===== src/rtl/vs_spi_pkg.sv =====
// Shared types and constants for the VS1003B serial-bus arbiter.
// SCI opcodes/addresses, default word widths, FSM and grant encodings.
package vs_spi_pkg;

  localparam int CMD_W_DEF = 32;
  localparam int DAT_W_DEF = 16;

  localparam logic [7:0] SCI_WRITE = 8'h02;
  localparam logic [7:0] SCI_READ  = 8'h03;
  localparam logic [7:0] SCI_MODE  = 8'h00;
  localparam logic [7:0] SCI_VOL   = 8'h0B;

  typedef enum logic [1:0] {
    S_IDLE,
    S_SHIFT,
    S_GAP
  } state_e;

  typedef enum logic [1:0] {
    G_NONE,
    G_CTL,
    G_VOL,
    G_DAT
  } gnt_e;

endpackage


===== src/rtl/vs_spi_shifter.sv =====
// MSB-first serializer: two clk_div cycles per bit (SCLK low, then high).
// done_o flags the high phase of the final bit.
module vs_spi_shifter
  import vs_spi_pkg::*;
#(
  parameter int W  = CMD_W_DEF,
  parameter int CW = $clog2(W + 1)
) (
  input  logic          clk_div,
  input  logic          RST,
  input  logic          en_i,
  input  logic          load_i,
  input  logic [W-1:0]  word_i,
  input  logic [CW-1:0] cnt_i,
  output logic          sclk_o,
  output logic          si_o,
  output logic          done_o
);

  logic [W-1:0]  sr_q, sr_d;
  logic [CW-1:0] cnt_q, cnt_d;
  logic          ph_q, ph_d;

  always_comb begin
    sr_d  = sr_q;
    cnt_d = cnt_q;
    ph_d  = ph_q;
    if (load_i) begin
      sr_d  = word_i;
      cnt_d = cnt_i;
      ph_d  = 1'b0;
    end else if (en_i) begin
      ph_d = ~ph_q;
      // Advance only after the rising half so SI holds across both phases.
      if (ph_q) begin
        sr_d  = {sr_q[W-2:0], 1'b0};
        cnt_d = cnt_q - CW'(1);
      end
    end
  end

  always_ff @(posedge clk_div) begin
    if (!RST) begin
      sr_q  <= '0;
      cnt_q <= '0;
      ph_q  <= 1'b0;
    end else begin
      sr_q  <= sr_d;
      cnt_q <= cnt_d;
      ph_q  <= ph_d;
    end
  end

  assign sclk_o = en_i & ph_q;
  assign si_o   = en_i & sr_q[W-1];
  assign done_o = en_i & ph_q & (cnt_q == CW'(1));

endmodule


===== src/rtl/vs_spi_arbiter.sv =====
// VS1003B bus arbiter: ctl/vol SCI commands and SDI data, gated on DREQ.
// Define VS_ARB_FAIR_EN to alternate command and data classes.
module vs_spi_arbiter
  import vs_spi_pkg::*;
#(
  parameter int CMD_W   = CMD_W_DEF,
  parameter int DAT_W   = DAT_W_DEF,
  parameter int GAP_CYC = 2
) (
  input  logic             clk_div,
  input  logic             RST,
  input  logic             DREQ,
  input  logic             ctl_req,
  input  logic [CMD_W-1:0] ctl_cmd,
  output logic             ctl_ack,
  input  logic             vol_req,
  input  logic [CMD_W-1:0] vol_cmd,
  output logic             vol_ack,
  input  logic             dat_req,
  input  logic [DAT_W-1:0] dat_word,
  output logic             dat_ack,
  output logic             XCS,
  output logic             XDCS,
  output logic             SCLK,
  output logic             SI,
  output logic             busy
);

  localparam int CW = $clog2(CMD_W + 1);
  localparam logic [7:0] GAP_LD = 8'(GAP_CYC - 1);

  state_e         state_q, state_d;
  logic [7:0]     gap_q, gap_d;
  logic [2:0]     ack_q, ack_d;
  logic           cmd_q, cmd_d;
  logic           load;
  logic [CMD_W-1:0] word;
  logic [CW-1:0]  cnt;
  logic           any_cmd, pick_dat;
  logic           sel_ctl, sel_vol;
  logic           sh_en, sh_sclk, sh_si, sh_done;
  gnt_e           gnt;

  assign any_cmd = ctl_req | vol_req;

`ifdef VS_ARB_FAIR_EN
  logic last_cmd_q;

  always_ff @(posedge clk_div) begin
    if (!RST)
      last_cmd_q <= 1'b0;
    else if (load)
      last_cmd_q <= (gnt != G_DAT);
  end

  assign pick_dat = dat_req & (~any_cmd | last_cmd_q);
`else
  assign pick_dat = dat_req & ~any_cmd;
`endif

  assign sel_ctl = ctl_req & ~pick_dat;
  assign sel_vol = vol_req & ~ctl_req & ~pick_dat;

  always_comb begin
    gnt = G_NONE;
    unique case (1'b1)
      pick_dat: gnt = G_DAT;
      sel_ctl:  gnt = G_CTL;
      sel_vol:  gnt = G_VOL;
      default:  gnt = G_NONE;
    endcase
  end

  always_comb begin
    state_d = state_q;
    gap_d   = gap_q;
    cmd_d   = cmd_q;
    ack_d   = '0;
    load    = 1'b0;
    word    = ctl_cmd;
    cnt     = CW'(CMD_W);
    unique case (state_q)
      S_IDLE: begin
        if (DREQ && gnt != G_NONE) begin
          state_d = S_SHIFT;
          load    = 1'b1;
          cmd_d   = (gnt != G_DAT);
          unique case (gnt)
            G_CTL: ack_d = 3'b100;
            G_VOL: begin
              ack_d = 3'b010;
              word  = vol_cmd;
            end
            G_DAT: begin
              ack_d = 3'b001;
              word  = {dat_word, {(CMD_W-DAT_W){1'b0}}};
              cnt   = CW'(DAT_W);
            end
            default: ;
          endcase
        end
      end
      S_SHIFT: begin
        if (sh_done) begin
          state_d = S_GAP;
          gap_d   = GAP_LD;
        end
      end
      S_GAP: begin
        if (gap_q == 8'd0)
          state_d = S_IDLE;
        else
          gap_d = gap_q - 8'd1;
      end
      default: state_d = S_IDLE;
    endcase
  end

  always_ff @(posedge clk_div) begin
    if (!RST) begin
      state_q <= S_IDLE;
      gap_q   <= '0;
      ack_q   <= '0;
      cmd_q   <= 1'b0;
    end else begin
      state_q <= state_d;
      gap_q   <= gap_d;
      ack_q   <= ack_d;
      cmd_q   <= cmd_d;
    end
  end

  assign sh_en = (state_q == S_SHIFT);

  vs_spi_shifter #(
    .W  (CMD_W),
    .CW (CW)
  ) u_shifter (
    .clk_div (clk_div),
    .RST     (RST),
    .en_i    (sh_en),
    .load_i  (load),
    .word_i  (word),
    .cnt_i   (cnt),
    .sclk_o  (sh_sclk),
    .si_o    (sh_si),
    .done_o  (sh_done)
  );

  assign XCS     = ~(sh_en & cmd_q);
  assign XDCS    = ~(sh_en & ~cmd_q);
  assign SCLK    = sh_sclk;
  assign SI      = sh_si;
  assign ctl_ack = ack_q[2];
  assign vol_ack = ack_q[1];
  assign dat_ack = ack_q[0];
  assign busy    = (state_q != S_IDLE);

endmodule


===== config.mk =====
export PLATFORM = sky130hd
export DESIGN_NAME = vs_spi_arbiter
export DESIGN_NICKNAME = d
export VERILOG_FILES = /design/src/rtl/vs_spi_pkg.sv /design/src/rtl/vs_spi_shifter.sv /design/src/rtl/vs_spi_arbiter.sv
export SDC_FILE = /design/constraint.sdc
export NUM_CORES = 1
export LEC_CHECK = 0
export CAP_MARGIN = 40
export CORE_MARGIN = 2
export CORE_UTILIZATION = 41
export CTS_CLUSTER_SIZE = 8
export DETAILED_ROUTE_END_ITERATION = 8
export GPL_TIMING_DRIVEN = 0
export PLACE_DENSITY_LB_ADDON = 0.2
export SYNTH_ARGS = -nofsm -noshare
export SYNTH_HDL_FRONTEND = slang
export SYNTH_SLANG_ARGS = --single-unit

===== constraint.sdc =====
create_clock -name clk_div -period 1.62 [get_ports clk_div]
set_input_delay 0.324 -clock clk_div [delete_from_list [all_inputs] [get_ports clk_div]]
set_output_delay 0.324 -clock clk_div [all_outputs]
set_load 0.01 [all_outputs]

Yosys cells after proc, flatten, opt, wreduce, memory -nomap -nowiden
Cells that the tools add are included.
{ "op_classes": {"reduce_logical": 14, "n_addsub": 2, "n_eq_ne": 11, "multipliers": 0, "n_mux": 23, "n_lt_le_gt_ge": 0, "n_div": 0, "bitwise_logic": 18, "shifts": 0} }
{ "op_table": {"columns": ["operator", "count"], "rows": [
  ["$mux W32", 5],
  ["$pmux W32 S2", 1],
  ["$mux W6", 6],
  ["$mux W8", 2],
  ["$pmux W8 S2", 1],
  ["$pmux W2 S3", 2],
  ["$reduce_bool A2 Y1", 5],
  ["$and A1 B1 Y1", 9],
  ["$pmux W3 S3", 1],
  ["$reduce_and A3 Y1", 3],
  ["$logic_not A8 Y1", 1],
  ["$ne A2 B2 Y1 const B", 4],
  ["$not A1 Y1", 8],
  ["$sub A8 B1 Y8 const B", 1],
  ["$eq A2 B2 Y1 const B", 3],
  ["$eq A6 B1 Y1 const B", 1],
  ["$mux W2", 3],
  ["$sub A6 B1 Y6 const B", 1],
  ["$eq A2 B1 Y1 const B", 2],
  ["$reduce_and A2 Y1", 2],
  ["$logic_not A2 Y1", 1],
  ["$mux W1", 2],
  ["$ne A2 B1 Y1 const B", 1],
  ["$reduce_or A2 Y1", 1],
  ["2 further kinds", 2]
]} }
{ "totals": {"latch_bits": 0, "out_inout_bits": 8, "n_memories": 0, "mem_bits_rw": 0, "reg_bits": 53, "rom_bits": 0} }

Logic depth before layout (Yosys ltp)
Gate-level depths: netlist (run 1).
{ "depth": {"depth_word": 12, "mapped_depth": 7, "ltp_nobuf": 6} }

Cells and area by module
Synthesis (run 1) repeated with hierarchy kept, for this count alone.
{ "unflattened": {"cells_unflattened": 349, "hier_area_um2": 3160.5} }
{ "modules_own_cells": {"columns": ["module", "n_inst", "area_per_inst_um2", "cells_per_inst"], "rows": [
  ["vs_spi_shifter", 1, 1931.9, 191],
  ["vs_spi_arbiter", 1, 1228.7, 158]
]} }

Worst setup path before layout (run 1)
OpenSTA, ideal clock, no wires.
{ "synth_timing": {"kind": "register -> register", "start": "reg gap_q[0]", "end": "reg gap_q[1]", "slack_ns": -0.157, "setup_ns": 0.116, "stages_incl_launch_ff": 8, "path_buffers": 1, "arrival_ns": 1.661, "required_time_ns": 1.504, "period_less_slack_ns": 1.777, "cell_sequence": "dfxtp_1 > inv_1 > ha_1 > or4b_1 > buf_2 > o21a_4 > and4b_1 > a31o_1"} }
{ "synth_between": {"elab_chain_cells": 3} }
{ "synth_lines": {"columns": ["element", "line_no", "source"], "rows": [
  ["start, declared", "vs_spi_arbiter.sv:33", "logic [7:0] gap_q, gap_d;"],
  ["start signal, assigned", "vs_spi_arbiter.sv:127", "gap_q <= gap_d;"],
  ["$sub A8 B1 Y8 or $logic_not A8 Y1 (tied branches)", "vs_spi_arbiter.sv:113, vs_spi_arbiter.sv:110", null],
  ["$mux W8 or $ne A2 B2 Y1 (tied branches)", null, null],
  ["$pmux W8 S2 or $reduce_and A3 Y1 (tied branches)", null, null]
]} }
Parallel ways exist; a longest one is shown, timed or not. The select of a mux whose other input is x is not followed.
A chain may end at the register's enable or synchronous reset.

Worst setup path in the final report (run 1)
{ "layout_timing": {"start": "reg state_q[1]", "end": "out SCLK"} }
{ "layout_between": {"elab_chain_cells": 2} }
{ "layout_lines": {"columns": ["element", "line_no", "source"], "rows": [
  ["start, declared", "vs_spi_arbiter.sv:32", "state_e state_q, state_d;"],
  ["start signal, assigned", "vs_spi_arbiter.sv:126", "state_q <= state_d;"],
  ["$eq A2 B1 Y1", "vs_spi_arbiter.sv:133", "assign sh_en = (state_q == S_SHIFT);"],
  ["$and A1 B1 Y1", "vs_spi_shifter.sv:54", "assign sclk_o = en_i & ph_q;"],
  ["end, declared", "vs_spi_arbiter.sv:24", "output logic SCLK,"]
]} }
Every way passes these cells.

==> out/results.ini, run 1 <==
[status]
status = finished with violations
violations = negative setup slack

[logic_synthesis]
synthArstFlopShare_pct = 0
muxShareOfSynthArea_pct = 2.92
ys_warn_count = 0
synth-compound-area-share_pct = 28.5
synth_area_per_cell_um2 = 8.59
yosys.area_share.simple_pct = 20.4
synth_top_family_by_area = compound AO/OA/AOI/OAI gates
netlist_area_mm2 = 0.00274
syn_nets = 409
ys_seq_area_share_pct = 38.7
synth_edf_count = 0
ys_seq_elements = 53
yosys.cell_types.count = 52
syn_inst = 319
synthFlopType = dfxtp_1
synth-adder-area-share_pct = 1.83
synth_xor_area_share_pct = 2.56

[setup_path]
start_kind = flip-flop
cp-end-kind = output port
critical_path_required_ps = 1300
arrival_ps = 1390
crit_path_max_fanout = 10
timing_worst_setup_path_type = flip-flop to output port

[route]
drt_wl_total_um = 8900
firstDrtPassIters = 8
vias = 3029
avgViaCountPerCell = 5.85
remaining_drc_errors = 0
wl_per_cell_um = 17.2
drtIter0Drc = 191
detail-route-antenna-nets = 0

[pwr]
p_sw_mw = 0.825
vdd_ir_drop_max_uv = 374
seqPwrFrac_pct = 48.8
p_sw_share_pct = 28.0
p_leak_nw = 1.66
p_clk_share_pct = 26.0
p_per_area_mw_per_mm2 = 681
p_int_mw = 2.12
p_comb_share_pct = 25.2

[placement]
gp_congestion = 0.834
io_buffers = 92
dp_cells = 488
placedInstanceArea_mm2 = 0.00377
place.detailed.hpwl_um = 6070

[sta]
drv_slew = 0
hold_viol = 0
fin_crit_sh_pct = 106
tightestPinTransition_ps = 517
setup_viol = 13
layout_min_cycle_time_ps = 1710
fmax_mhz = 584
slew-limit-headroom_pct = 65.5
finClkSkew_ps = 7.27
rsz0062_at_grt = true
setup_slack_ps = -93.2

[hold_path]
hp-class = input pin to flip-flop

[final_layout]
final_cell_area_mm2 = 0.00432
drive_gt1_share_pct = 23.1
n_antenna_cell = 0
stdcell_count = 518
final_cell_mix = clkdlybuf4s50_1 (83), nand2_1 (51), dfxtp_1 (49)
area_growth_pct = 57.7
layout_commonest_cell = clkdlybuf4s50_1
fin_nets = 530

[clock_network]
cts.path.max_buffers = 2
clock_latency_ps = 320
cts_inserted_buffers = 5
htreeDepth = 2
cts.sinks = 53
path_clk_slew_ps = 100
cts_tree = built
cts_root_buffer = clkbuf_8

[floorplan]
die_area_mm2 = 0.00736
die_y_um = 85.8
die_w_um = 85.8
io_pins = 94
rows = 29
coreArea_mm2 = 0.00642
start_util_pct = 42.7

[grt]
grt_pass1_vias = 2907
antenna_found_initial = 0
grt-ovfl-total = 0
grt_start_max_net_pins = 17
grt_first_pass_wirelength_um = 13500
grtUsageTotal_pct = 23.2

[run]
cap_violations = 0

timing repair:
action | in CTS | in global routing
setup endpoints to repair | 57 | 46
gates resized for setup | 57 | 40
pin swaps | 8 | 8
buffers inserted | 19 | 4
hold buffers | 0 | 0
cloned | 0 | 2
registers in the layout, indices dropped and copies added (netlist names):
| name | cells |
|---|---|
| u_shifter.sr_q | 32 |
| gap_q | 8 |
| u_shifter.cnt_q | 6 |
| ack_q | 3 |
| state_q | 2 |
| cmd_q | 1 |
| u_shifter.ph_q | 1 |
worst max-delay path: stages, from the launching register on:
cell and delay, ps:
dfxtp_4 370, nand3b_1 230, inv_2 130, buf_8 110, buf_8 130, buf_6 110
power groups by stage:
| stage | Combinational, mW | Clock [mW] | Sequential [mW] |
|---|---|---|---|
| floorplan | 0.297 | 0 | 1.45 |
| global placement | 0.592 | 0 | 1.46 |
| detailed placement | 0.599 | 0 | 1.47 |
| CTS | 0.652 | 0.769 | 1.43 |
| global route | 0.796 | 0.814 | 1.45 |
| finish | 0.743 | 0.764 | 1.44 |
metal layers:
metal  vias up  part of all wire, %  global-route usage, %
met5         -                    0                      0
met4         0                  2.6                   10.1
met3        20                  6.8                   4.81
met2       133                   48                   39.3
met1      1448                   43                   28.5
li1       1428                    -                      -
worst paths after layout:
kind	startpoint	end	slack (ps)	depth (start not counted)
max	state_q[1]	SCLK	-90	5
min	RST	ack_q[0]	490	2
max reg2reg	state_q[1]	u_shifter.sr_q[21]	-90	6
min reg2reg	u_shifter.sr_q[1]	u_shifter.sr_q[2]	500	2
Yosys cell counts, types with 4 or more instances:
| master | instances | area share (%) |
|---|---|---|
| a211oi_1 | 6 | 1.6 |
| a21oi_1 | 31 | 5.7 |
| a221o_1 | 10 | 3.7 |
| a221oi_1 | 14 | 4.5 |
| a22oi_1 | 13 | 3.6 |
| a311oi_1 | 7 | 2.2 |
| buf_2 | 9 | 1.6 |
| clkbuf_1 | 9 | 1.2 |
| dfxtp_1 | 53 | 39 |
| ha_1 | 4 | 1.8 |
| inv_1 | 5 | 0.68 |
| mux2i_1 | 8 | 2.9 |
| nand2_1 | 52 | 7.1 |
| nand3b_1 | 6 | 1.6 |
| nor2_1 | 20 | 2.7 |
| nor2b_1 | 4 | 0.91 |
| o21a_1 | 4 | 1.1 |
| or3_1 | 4 | 0.91 |
| xor2_1 | 5 | 1.6 |
area by class of cell:
type / count / area, um^2
tap: 77 / 96.3
timing repair buffer: 116 / 1120
buffer: 20 / 168
fill: 524 / 2100
sequential: 53 / 1070
clock buffer: 6 / 72.6
multi-input combinational: 238 / 1760
clock inverter: 2 / 13.8
inverter: 6 / 22.5
cells by family (layout without fill, tap and decap cells):
kind of cell | Yosys count | count (layout)
AND/OR/NAND/NOR | 113 | 113
AO/OA/AOI/OAI | 104 | 105
flip-flops | 53 | 53
buffers and inverters | 29 | 150
XOR/XNOR | 8 | 8
multiplexers | 8 | 8
adder cells (fa/ha/maj) | 4 | 4
per-stage QoR:
stage	power [mW]	util (%)	worst slack [ps]	hold slack, ps	setup TNS, ps
after floorplan	1.75	-	-93.1	447	-114
after global placement	2.05	58.7	-759	460	-28210
after detailed placement	2.06	58.7	-767	472	-28500
after CTS	2.85	64.2	-86.5	491	-181
after global routing	3.06	67.3	-130	498	-1980
final	2.95	67.3	-93.2	494	-458
Note: power is estimated with default switching activity, not from simulation.
==> run 2, diff against run 1 <==
--- a/config.mk
+++ b/config.mk
@@ -12,6 +12,7 @@
 export DETAILED_ROUTE_END_ITERATION = 8
 export GPL_TIMING_DRIVEN = 0
 export PLACE_DENSITY_LB_ADDON = 0.2
+export SLEW_MARGIN = 10
 export SYNTH_ARGS = -nofsm -noshare
 export SYNTH_HDL_FRONTEND = slang
 export SYNTH_SLANG_ARGS = --single-unit
==> results of run 2 <==
No change in the layout: final DEF, timing and power equal those of run 1.
==> run 3, diff against run 2 <==
--- a/config.mk
+++ b/config.mk
@@ -10,7 +10,6 @@
 export CORE_UTILIZATION = 41
 export CTS_CLUSTER_SIZE = 8
 export DETAILED_ROUTE_END_ITERATION = 8
-export GPL_TIMING_DRIVEN = 0
 export PLACE_DENSITY_LB_ADDON = 0.2
 export SLEW_MARGIN = 10
 export SYNTH_ARGS = -nofsm -noshare
==> run 3 against run 2 <==
The run ends with design-rule violations, negative setup slack left. Wire length fell by 15%. Sequential power is essentially flat. Sequential share of layout area increased by 0.24 points. Clock skew rose by 3.1 ps. Via count decreased by 6.9%. Final area down 1.4%. Die area stayed put. Flip-flop and latch count unchanged. Hold slack lost 6.5 ps.
==> out/results.ini, run 3 (synthesis results as in run 1) <==
[clock_network]
cts_inserted_buffers = 5  ; unchanged
cts.path.max_buffers = 2  ; unchanged
clock_latency_ps = 310  ; about the same
htreeDepth = 2  ; unchanged
path_clk_slew_ps = 110  ; about the same
cts.sinks = 53  ; unchanged
cts_root_buffer = clkbuf_8
cts_hold_buf = 0  ; unchanged
cts_tree = built

[sta]
layout_min_cycle_time_ps = 1690  ; -24.7 ps
setup_slack_ps = -68.5  ; +24.7 ps
finClkSkew_ps = 10.3  ; +3.05 ps
fmax_mhz = 592  ; +1.5%
setup_viol = 2  ; -11
hold_viol = 0  ; unchanged
fin_hold_ws_ps = 487  ; -6.48 ps
drv_slew = 0  ; unchanged
fin_crit_sh_pct = 104  ; -1.5 points
rsz0062_at_grt = true
tightestPinTransition_ps = 397  ; -120 ps
slew-limit-headroom_pct = 73.1  ; +7.6 points
fin_setup_tns_ps = -72.4  ; +386 ps

[grt]
grt-ovfl-total = 0  ; unchanged
grt_start_max_net_pins = 36  ; +19
grt_first_pass_wirelength_um = 12300  ; -9.2%
antenna_found_initial = 0  ; unchanged
grt_pass1_vias = 2676  ; -7.9%
grtUsageTotal_pct = 20.4  ; -2.8 points

[status]
violations = design-rule violations, negative setup slack
status = finished with violations

[route]
wl_per_cell_um = 14.5  ; -16%
vias = 2819  ; -6.9%
drt_wl_total_um = 7550  ; -15%
drtIter0Drc = 166  ; -13%
detail-route-antenna-nets = 0  ; unchanged
remaining_drc_errors = 3  ; +3
firstDrtPassIters = 7  ; -1
avgViaCountPerCell = 5.40  ; -7.6%

[placement]
placedInstanceArea_mm2 = 0.00404  ; +7.2%
dp_cells = 512  ; +4.9%
gp_congestion = 0.775  ; -7.1%
io_buffers = 93  ; +1.1%
place.detailed.hpwl_um = 5830  ; -4.0%
preCtsSetupSlack_ps = -410  ; +358 ps

[setup_path]
path_cells = inv_2 -> ha_1 -> or4b_4 -> o21a_4 -> and4b_1 -> a31o_1
arrival_ps = 1900  ; +510 ps
start_kind = flip-flop
slowest_delay_ps = 470  ; +100 ps
cp_slowest_cell = or4b_4
critical_path_required_ps = 1830  ; +530 ps
timing_worst_setup_path_type = flip-flop to flip-flop
cp-end-kind = flip-flop
crit_path_max_fanout = 4  ; -6

[floorplan]
io_pins = 94  ; unchanged
die_area_mm2 = 0.00736  ; unchanged
rows = 29  ; unchanged
die_w_um = 85.8  ; unchanged
start_util_pct = 42.7  ; unchanged
die_y_um = 85.8  ; unchanged
coreArea_mm2 = 0.00642  ; unchanged

[pwr]
vdd_ir_drop_max_uv = 442  ; +18%
total_power_mw = 2.95  ; about the same
p_per_area_mw_per_mm2 = 691  ; +1.5%
p_leak_nw = 1.67  ; +0.52%

[run]
cap_violations = 0  ; unchanged

[final_layout]
fillCellCount = 562  ; +7.3%
drive_gt1_share_pct = 20.0  ; -3.1 points
multi_input_area_mm2 = 0.00165  ; -6.3%
ff_latch_area_mm2 = 0.00107  ; -0.47%
final_cell_mix = clkdlybuf4s50_1 (84), nand2_1 (51), dfxtp_1 (49)
area_growth_pct = 55.5
largest-register = u_shifter.sr_q
stdcell_count = 522  ; +0.77%
n_antenna_cell = 0  ; unchanged
layout_commonest_cell = clkdlybuf4s50_1
largest_reg_flops = 32  ; unchanged
largest_registers = u_shifter.sr_q (32), gap_q (8), u_shifter.cnt_q (6)
final_util_pct = 66.4  ; -0.95 points
final_cell_area_mm2 = 0.00426  ; -1.4%
fin_nets = 534  ; +0.75%

[hold_path]
hp-class = flip-flop to flip-flop

run 3: cell count changes in the layout (fill, tap and decap cells not counted), sizes merged:
cell           before  now
clkinv              1    0
clkinvlp            0    2
buf                36   48
clkdlybuf4s15       1    3
clkdlybuf4s50      83   84
clkbuf             18    5
dlygate4sd2         3    5
a21o                3    2
run 3: what timing repair did:
item / 4_1_cts / 5_1_grt
pin swaps: 3 / 1
setup endpoints to repair: 22 / 38
resized for setup: 16 / 21
cloned: 0 / 0
buffers inserted: 1 / 1
run 3: layer usage:
layer	track usage, %	vias to the layer above	wire (um)
met3	4.72	5	472
met5	0	-	0
li1	-	1438	-
met2	34.9	79	3720
met1	26.6	1297	3310
met4	3.90	0	49
run 3: final timing paths:
path,from,end,slack [ps],depth (start not counted)
setup / recovery,gap_q[0],gap_q[1],-70,6
hold / removal,u_shifter.cnt_q[5],u_shifter.cnt_q[5],490,2
setup reg to reg,gap_q[0],gap_q[1],-70,6
hold reg to reg,u_shifter.cnt_q[5],u_shifter.cnt_q[5],490,2
run 3: layout make-up:
class                   count  area share [%]
well taps                  77            2.26
repair buffers            141            31.3
inverters                   6           0.528
flip-flops and latches     53            25.0
multi-input cells         237            38.7
clock buffers               5            1.61
clock inverters             3           0.616
run 3: where the power goes:
part | internal [mW] | switching, mW | total [mW]
sequential | 1.39 | 0.0472 | 1.44
combinational | 0.434 | 0.280 | 0.714
clock | 0.315 | 0.481 | 0.796
total | 2.14 | 0.808 | 2.95
run 3: worst max-delay path: cells and delay by family, from the launching register on:
family | cells | cell delay [ps]
and+or+nand+nor | 2 | 650
DFF | 1 | 340
AOI/OAI and AO/OA | 2 | 420
adders and majority gates | 1 | 130
buffers and inverters | 1 | 50
